## src/rtl/keypad_capture_fsm_pkg.sv

```systemverilog
// Shared timer-input definitions: FSM state encodings, BCD width and release-counter helpers.
package keypad_capture_fsm_pkg;

    localparam int unsigned BCD_W   = 4;
    localparam int unsigned STATE_W = 2;
    localparam int unsigned CNT_W   = 4;

    localparam logic [STATE_W-1:0] IDLE     = 2'd0;
    localparam logic [STATE_W-1:0] DEBOUNCE = 2'd1;
    localparam logic [STATE_W-1:0] EMIT     = 2'd2;
    localparam logic [STATE_W-1:0] HOLD     = 2'd3;

    typedef logic [BCD_W-1:0] bcd_t;
    typedef logic [CNT_W-1:0] cnt_t;

    // Saturating increment so the release counter can never wrap back to zero.
    function automatic cnt_t sat_inc(input cnt_t v);
        return (v == '1) ? v : v + CNT_W'(1);
    endfunction

endpackage

```

## src/rtl/keypad_capture_fsm_if.sv

```systemverilog
// Keypad capture bus: raw key lines and debounce handshake in, accepted BCD digit out.
interface keypad_capture_fsm_if #(
    parameter int unsigned NUM_KEYS = 10
);
    import keypad_capture_fsm_pkg::*;

    logic [NUM_KEYS-1:0] keypad;
    logic                debounce_edge;
    logic                debounce_start;
    bcd_t                digit;
    logic                digit_valid;
    logic                busy;

    modport master (
        output keypad,
        output debounce_edge,
        input  debounce_start,
        input  digit,
        input  digit_valid,
        input  busy
    );

    modport slave (
        input  keypad,
        input  debounce_edge,
        output debounce_start,
        output digit,
        output digit_valid,
        output busy
    );

endinterface

```

## src/rtl/keypad_capture_fsm_key_priority_encoder.sv

```systemverilog
// Combinational keypad encoder: highest active line index wins, plus an any-key flag.
module key_priority_encoder
    import keypad_capture_fsm_pkg::*;
#(
    parameter int unsigned NUM_KEYS = 10
) (
    input  logic [NUM_KEYS-1:0] keypad,
    output bcd_t                code_c,
    output logic                any_key_c
);

    // Ascending scan so later (higher) indices overwrite lower ones.
    always_comb begin
        code_c = '0;
        for (int i = 0; i < NUM_KEYS; i++) begin
            if (keypad[i]) begin
                code_c = BCD_W'(i);
            end
        end
    end

    assign any_key_c = |keypad;

endmodule

```

## src/rtl/keypad_capture_fsm.sv

```systemverilog
// Keypad capture FSM: latch a key, wait for the debounce delay, strobe one BCD digit, re-arm on release.
module keypad_capture_fsm
    import keypad_capture_fsm_pkg::*;
#(
    parameter int unsigned NUM_KEYS       = 10,
    parameter int unsigned RELEASE_CYCLES = 4
) (
    input  logic                 clock,
    input  logic                 clear,
    keypad_capture_fsm_if.slave  bus
);

    localparam cnt_t RELEASE_LAST = CNT_W'(RELEASE_CYCLES - 1);

    logic [STATE_W-1:0] state_q, state_d;
    bcd_t               cur_key_q, cur_key_d;
    cnt_t               cnt_q, cnt_d;
    bcd_t               digit_q, digit_d;
    logic               valid_q, valid_d;
    logic               start_q, start_d;
    logic               busy_q, busy_d;

    bcd_t               code;
    logic               any_key;

    key_priority_encoder #(
        .NUM_KEYS (NUM_KEYS)
    ) u_enc (
        .keypad    (bus.keypad),
        .code_c    (code),
        .any_key_c (any_key)
    );

    always_ff @(posedge clock) begin
        if (clear) begin
            state_q   <= IDLE;
            cur_key_q <= '0;
            cnt_q     <= '0;
            digit_q   <= '0;
            valid_q   <= 1'b0;
            start_q   <= 1'b0;
            busy_q    <= 1'b0;
        end else begin
            state_q   <= state_d;
            cur_key_q <= cur_key_d;
            cnt_q     <= cnt_d;
            digit_q   <= digit_d;
            valid_q   <= valid_d;
            start_q   <= start_d;
            busy_q    <= busy_d;
        end
    end

    // Outputs are computed from the next state so they register alongside it.
    always_comb begin
        state_d   = state_q;
        cur_key_d = cur_key_q;
        cnt_d     = cnt_q;
        digit_d   = digit_q;
        valid_d   = 1'b0;

        case (state_q)
            IDLE: begin
                if (any_key) begin
                    cur_key_d = code;
                    state_d   = DEBOUNCE;
                end
            end
            DEBOUNCE: begin
                // Losing or changing the key wins over a coincident debounce edge.
                if (!any_key || (code != cur_key_q)) begin
                    state_d = IDLE;
                end else if (bus.debounce_edge) begin
                    state_d = EMIT;
                    digit_d = cur_key_q;
                    valid_d = 1'b1;
                end
            end
            EMIT: begin
                state_d = HOLD;
            end
            HOLD: begin
                if (any_key) begin
                    cnt_d = '0;
                end else if (cnt_q >= RELEASE_LAST) begin
                    cnt_d   = '0;
                    state_d = IDLE;
                end else begin
                    cnt_d = sat_inc(cnt_q);
                end
            end
            default: begin
                state_d = IDLE;
            end
        endcase

        start_d = (state_d == DEBOUNCE);
        busy_d  = (state_d != IDLE);
    end

    assign bus.debounce_start = start_q;
    assign bus.digit          = digit_q;
    assign bus.digit_valid    = valid_q;
    assign bus.busy           = busy_q;

endmodule

```

## src/flat_wrapper.sv

```systemverilog
// flat-port wrapper written by rule: the top's interface ports become plain ports
module keypad_capture_fsm_flat import keypad_capture_fsm_pkg::*;
#(
    parameter int unsigned NUM_KEYS       = 10,
    parameter int unsigned RELEASE_CYCLES = 4
)
  (clock, clear, bus_keypad, bus_debounce_edge, bus_debounce_start, bus_digit, bus_digit_valid, bus_busy);
  keypad_capture_fsm_if #(.NUM_KEYS(NUM_KEYS)) bus_i ();
  input  logic clock;
  input  logic clear;
  input wire logic [$bits(bus_i.keypad)-1:0] bus_keypad;
  input wire logic [$bits(bus_i.debounce_edge)-1:0] bus_debounce_edge;
  output wire logic [$bits(bus_i.debounce_start)-1:0] bus_debounce_start;
  output wire logic [$bits(bus_i.digit)-1:0] bus_digit;
  output wire logic [$bits(bus_i.digit_valid)-1:0] bus_digit_valid;
  output wire logic [$bits(bus_i.busy)-1:0] bus_busy;
  assign bus_i.keypad = bus_keypad;
  assign bus_i.debounce_edge = bus_debounce_edge;
  assign bus_debounce_start = bus_i.debounce_start;
  assign bus_digit = bus_i.digit;
  assign bus_digit_valid = bus_i.digit_valid;
  assign bus_busy = bus_i.busy;
  keypad_capture_fsm #(.NUM_KEYS(NUM_KEYS), .RELEASE_CYCLES(RELEASE_CYCLES)) u_core (.clock(clock), .clear(clear), .bus(bus_i));
endmodule
```

## config.mk

```make
export PLATFORM = sky130hd
export DESIGN_NAME = keypad_capture_fsm_flat
export DESIGN_NICKNAME = d
export VERILOG_FILES = /design/src/rtl/keypad_capture_fsm_pkg.sv /design/src/rtl/keypad_capture_fsm_if.sv /design/src/rtl/keypad_capture_fsm_key_priority_encoder.sv /design/src/rtl/keypad_capture_fsm.sv /design/src/flat_wrapper.sv
export SDC_FILE = /design/constraint.sdc
export NUM_CORES = 1
export LEC_CHECK = 0
export CORE_ASPECT_RATIO = 1.2
export CORE_UTILIZATION = 51
export CTS_CLUSTER_DIAMETER = 200
export DETAILED_ROUTE_END_ITERATION = 10
export PLACE_DENSITY_LB_ADDON = 0.2
export RECOVER_POWER = 100
export SLEW_MARGIN = 40
export SYNTH_ARGS = -nofsm -noshare
export SYNTH_HDL_FRONTEND = slang
export SYNTH_HIERARCHICAL = 1
export SYNTH_SLANG_ARGS = --single-unit
```

## constraint.sdc

```tcl
create_clock -name clock -period 4.4 [get_ports clock]
set_input_delay 0.88 -clock clock [delete_from_list [all_inputs] [get_ports clock]]
set_output_delay 0.88 -clock clock [all_outputs]
set_load 0.1 [all_outputs]
```

==> run metrics, run 1 <==
largest area contributor in the netlist=dfxtp_1; worst slew pin tran=1160 ps; hold crit path type=reg2reg; post-CTS setup buffer count=0; unrepaired setup endpoints after global routing=false; vias per std cell=5.37; Tmin final=2860 ps; share of cells above drive strength 1=4.59%; crit path max fanout=5; Final setup viols=0; gr usage total=18.9%; hold buffer count at CTS=0; placed insts=122; Critical Path AT=3070 ps; WL/cell=12.2 um; first-pass GRT wire length=2320 um; Setup TNS=0 ps; Die Wd=39.0 um; Final Hold Vio Count=0; initial antenna violation count=0; Die Y-Extent=46.4 um; Worst R2R Setup Slack=2880 ps; crit-path cells=dlygate4sd3_1 -> nor2_1 -> a221oi_1 -> o31ai_1 -> xor2_1 -> nor3_1 -> and3_1 -> mux2i_1; Ys Warns=6; DRT iter0 DRCs=5; PD cells=310 nW/um^2; number of nets in the layout=124; XOR/XNOR Fraction of Synth Area=4.19%; Root Buffer=clkbuf_4; Sink Count=17; syn avg cell area=9.30 sq um; Max stage delay on crit path=590 ps; # IOs=20; outcome=finished clean; Worst-Skew Late Latency=280 ps; Netlist Area Pre-Place=837 sq um; main combinational cell family by area after synthesis=simple AND/OR/NAND/NOR gates; largest net degree at the start of global routing=23; syn nets=104; Port Buf Inserts=19; vias after detailed routing=677; mux contribution to synthesized area=9.57%; vias in the first global route=592; leak pwr=0.000398 uW; Required @ worst endpoint=4610 ps; die area=1810 sq um; CTS tree=done; num rows=15; final WL=1530 um; fmax=350 MHz; Synth Area in Compound Gates=11.4%; post-synthesis register bit count=17; post-synth top area share=40.7%; CTS buffer count=3; Remaining DRCs=0; post-synth cell types=34; # diodes=0; Post-Synthesis Cells=90; hpwl dp=1180 um; post-synthesis sequential area ratio=40.7%; Slew Limit Fails=0; Max clock buf depth=2; Max Cap Viol=0; hold slack=465 ps; Crit Path Category=in2reg; Slew headroom=22.7%; Slowest-stage cell, CP=dlygate4sd3_1; Initial DRT Pass Iterations=4; Setup Skew=1.34 ps; CTS H-tree lvls=1; global route total overflow=0; CTS clock-pin slew for the worst setup and hold paths=90 ps; Post-synth top flop=dfxtp_1; Tcrit/Tclk final=64.9%; post-CTS sizing=0; VDD IR-drop max=0.225 mV; Area Growth Syn to Fin=17.3%; simple-gate area share of the yosys netlist=28.1%; post-synthesis adder-cell area fraction=1.49%; GPL Wtd Cong=0.766; initial core utilization=56.5%; Routed Antenna Nets=0; FFs w/ async S/R, synth=0%; Critical Path End Type=flip-flop; nature of the critical path startpoint=input pin; top post-synthesis cells by area=dfxtp_1, mux2i_1, nor2_1; fin cells=126; Core ar.=1480 sq um; number of synthesized flops with an enable pin=0
layer usage:
metal | global-route usage, % | wire length (um) | up-vias
li1 | - | - | 353
met1 | 20.8 | 682 | 311
met2 | 32.7 | 789 | 11
met3 | 4.35 | 42 | 2
met4 | 10.3 | 15 | 0
met5 | 0 | 0 | -
cell families after synthesis:
group           Yosys count
fa+ha+maj                 1
flops                    17
simple gates             39
xor+xnor                  4
compound gates           13
buf+inv                   8
mux                       8
placed cells by master (no fill, tap or decap), drive strengths merged:
cell type      synthesis  routed
a221oi                 1       1
o31ai                  1       1
a21oi                  4       4
and3                   2       2
nor3                   5       5
or2                    1       1
clkbuf                 2      11
mux2i                  8       8
or2b                   2       2
nand2b                 6       6
nor2                  11      11
nor2b                  2       2
dlygate4sd3            0       2
o21ai                  1       1
xor2                   3       3
o2bb2ai                1       1
o31a                   1       1
xnor2                  1       1
ha                     1       1
nor4                   2       2
a21boi                 1       1
dfxtp                 17      17
nor3b                  1       1
o22ai                  1       1
clkdlybuf4s50          0      10
a31oi                  1       1
and3b                  2       2
inv                    4       4
nand4                  2       2
nand2                  3       3
o21ba                  1       1
worst max-delay path: cells and delay by family:
family | cells | cell delay, ps
multiplexers | 1 | 230
buffers and inverters | 1 | 590
AND/OR/NAND/NOR | 3 | 780
XOR/XNOR | 1 | 160
AO/OA/AOI/OAI | 2 | 430
flip-flops by register name (all words and copies together), names as in the netlist:
register                   cells
u_core/bus.digit               4
u_core/cnt_q                   4
u_core/cur_key_q               4
u_core/state_q                 2
u_core/bus.busy                1
u_core/bus.debounce_start      1
u_core/bus.digit_valid         1
worst paths after layout:
| path | from | to | depth (start not counted) |
|---|---|---|---|
| max | bus_keypad[4] | u_core/bus.digit[0] | 8 |
| min | u_core/cnt_q[1] | u_core/cnt_q[1] | 2 |
| max reg2reg | u_core/cur_key_q[0] | u_core/bus.digit[0] | 4 |
| min reg2reg | u_core/cnt_q[1] | u_core/cnt_q[1] | 2 |
layout make-up:
type	instances	area, sq um
clock buffers	4	26.3
fillers	137	500
inverters	4	15.0
multi-input cells	65	433
flip-flops and latches	17	340
well taps	17	21.3
repair buffers	19	146
metrics by stage:
| step | power (uW) | util (%) | setup slack [ps] | cell area (sq um) |
|---|---|---|---|---|
| 6_report | 304 | 66.2 | 1540 | 982 |
| 5_1_grt | 317 | 66.2 | 1390 | 982 |
| 4_1_cts | 311 | 68.5 | 1840 | 1020 |
| 3_5_place_dp | 230 | 66.8 | 1540 | 990 |
| 3_3_place_gp | 230 | 69.1 | 1570 | 1020 |
| 2_1_floorplan | 210 | - | 2120 | 837 |
cell usage after synthesis, types with 2 or more instances:
cell and instances:
and3b_1 2, dfxtp_1 17, nor3_1 4, mux2i_1 8, nor2_1 11, inv_1 4, nand2b_1 6, xor2_1 3
nand2_1 3, clkbuf_1 2, or2b_1 2, a21oi_1 4, nand4_1 2, and3_4 2
report_power, final:
group          internal, uW  switching [uW]
Sequential              160            4.56
Combinational          24.1            34.6
Clock                  35.2            46.3
No activity file was read; power rests on OpenSTA's default activity.
==> run 2: changes to the inputs <==
--- a/config.mk
+++ b/config.mk
@@ -6,7 +6,7 @@
 export NUM_CORES = 1
 export LEC_CHECK = 0
 export CORE_ASPECT_RATIO = 1.2
-export CORE_UTILIZATION = 51
+export CORE_UTILIZATION = 43
 export CTS_CLUSTER_DIAMETER = 200
 export DETAILED_ROUTE_END_ITERATION = 10
 export PLACE_DENSITY_LB_ADDON = 0.2
==> constraint.sdc (replaced) <==
create_clock -name clock -period 2.35 [get_ports clock]
set_input_delay 0.47 -clock clock [delete_from_list [all_inputs] [get_ports clock]]
set_output_delay 0.47 -clock clock [all_outputs]
set_load 0.1 [all_outputs]
==> run metrics, run 2 (synthesis results as in run 1) <==
commonest non-fill, non-tap cell in the layout=dfxtp_1; global route total overflow=0; outcome=finished clean; vias after detailed routing=672; Final setup viols=0; nature of the critical path startpoint=input pin; Max Cap Viol=0; post-CTS sizing=0; unrepaired setup endpoints after global routing=false; final worst slack=244 ps; VDD IR-drop max=0.290 mV; hpwl dp=1160 um; CTS clock-pin slew for the worst setup and hold paths=90 ps; Slew Limit Fails=0; Fillers=168; CTS H-tree lvls=1; Remaining DRCs=0; CTS buffer count=3; Crit Path Category=in2reg; Port Buf Inserts=19; Root Buffer=clkbuf_4; Final Hold Vio Count=0; gr usage total=16.4%; hold crit path type=reg2reg; Die Y-Extent=50.3 um; worst slew pin tran=1160 ps; Critical Path AT=2320 ps; Area Growth Syn to Fin=20.9%; # diodes=0; Core ar.=1830 sq um; # IOs=20; Critical Path End Type=flip-flop; most frequent cells in the layout=dfxtp_1, nor2_1, clkdlybuf4s50_1; DP Worst Slack=-44.1 ps; Sink Count=17; first-pass GRT wire length=2580 um; Power, Total=572 uW; post-CTS setup buffer count=0; Setup Skew=5.68 ps; share of cells above drive strength 1=8.11%; num rows=17; Max clock buf depth=2; DRT iter0 DRCs=10; crit path max fanout=5; vias per std cell=5.17; number of nets in the layout=126; die area=2130 sq um; initial core utilization=45.8%; fmax=475 MHz; Worst-Skew Late Latency=280 ps; GPL Wtd Cong=0.793; leak pwr=0.000403 uW; vias in the first global route=628; Slew headroom=22.7%; hold slack=475 ps; Routed Antenna Nets=0; Required @ worst endpoint=2560 ps; PD cells=565 nW/um^2; CTS tree=done; initial antenna violation count=0; largest net degree at the start of global routing=23; Tmin final=2110 ps; Initial DRT Pass Iterations=3; final WL=1480 um; Tcrit/Tclk final=89.6%; WL/cell=11.3 um; hold buffer count at CTS=0; final design utilization=55.3%; Die Wd=42.3 um
-- run 2: cell count changes in the layout (fill, tap and decap cells not counted), sizes merged --
cell,delta
clkbuf,+2
-- run 2: power by group --
group          switching (uW)  total, uW  leakage, uW  internal, uW
clock network            84.9        151    0.0000150          65.8
registers                8.34        307     0.000139           299
logic                    65.6        114     0.000249          48.3
total                     159        572     0.000403           413
-- run 2: stage by stage --
stage               std cells  area [sq um]  setup TNS (ps)
floorplan                  90           837               0
global route              130          1010               0
CTS                       130          1050               0
finish                    130          1010               0
global placement          126          1020               0
detailed placement        126          1020            -111
-- run 2: layout make-up --
cell class	instances	area [sq um]	share of cell area [%]
well taps	19	23.8	2.35
clock buffers	4	26.3	2.60
flip-flops and latches	17	340	33.6
multi-input cells	65	449	44.4
inverters	4	15.0	1.48
repair buffers	21	158	15.6
-- run 2: critical path, cell delays in order --
cell,delay [ps]
clkdlybuf4s50_1,530
nor2_1,70
a221oi_1,280
o31ai_1,140
xor2_1,160
nor3_2,210
and3_4,260
mux2i_1,190
-- run 2: final timing paths --
kind                         endpoint         startpoint  slack, ps  cells past startpoint
setup / recovery  u_core/bus.digit[1]      bus_keypad[4]        240                      8
hold / removal        u_core/cnt_q[1]    u_core/cnt_q[1]        470                      2
setup reg to reg  u_core/cur_key_q[3]  u_core/state_q[1]        940                      4
hold reg to reg       u_core/cnt_q[1]    u_core/cnt_q[1]        470                      2
-- run 2: routing by layer --
layer / share of wire [%] / GRT usage (%)
met5: 0 / 0
met4: 3.3 / 12.5
met3: 3.7 / 2.16
met2: 46 / 26.9
met1: 47 / 19.0
==> run 3: changes to the inputs <==
--- a/config.mk
+++ b/config.mk
@@ -8,6 +8,7 @@
 export CORE_ASPECT_RATIO = 1.2
 export CORE_UTILIZATION = 43
 export CTS_CLUSTER_DIAMETER = 200
+export CTS_CLUSTER_SIZE = 14
 export DETAILED_ROUTE_END_ITERATION = 10
 export PLACE_DENSITY_LB_ADDON = 0.2
 export RECOVER_POWER = 100
==> results of run 3 <==
The final DEF is identical to that of run 2; final timing and power are the same.
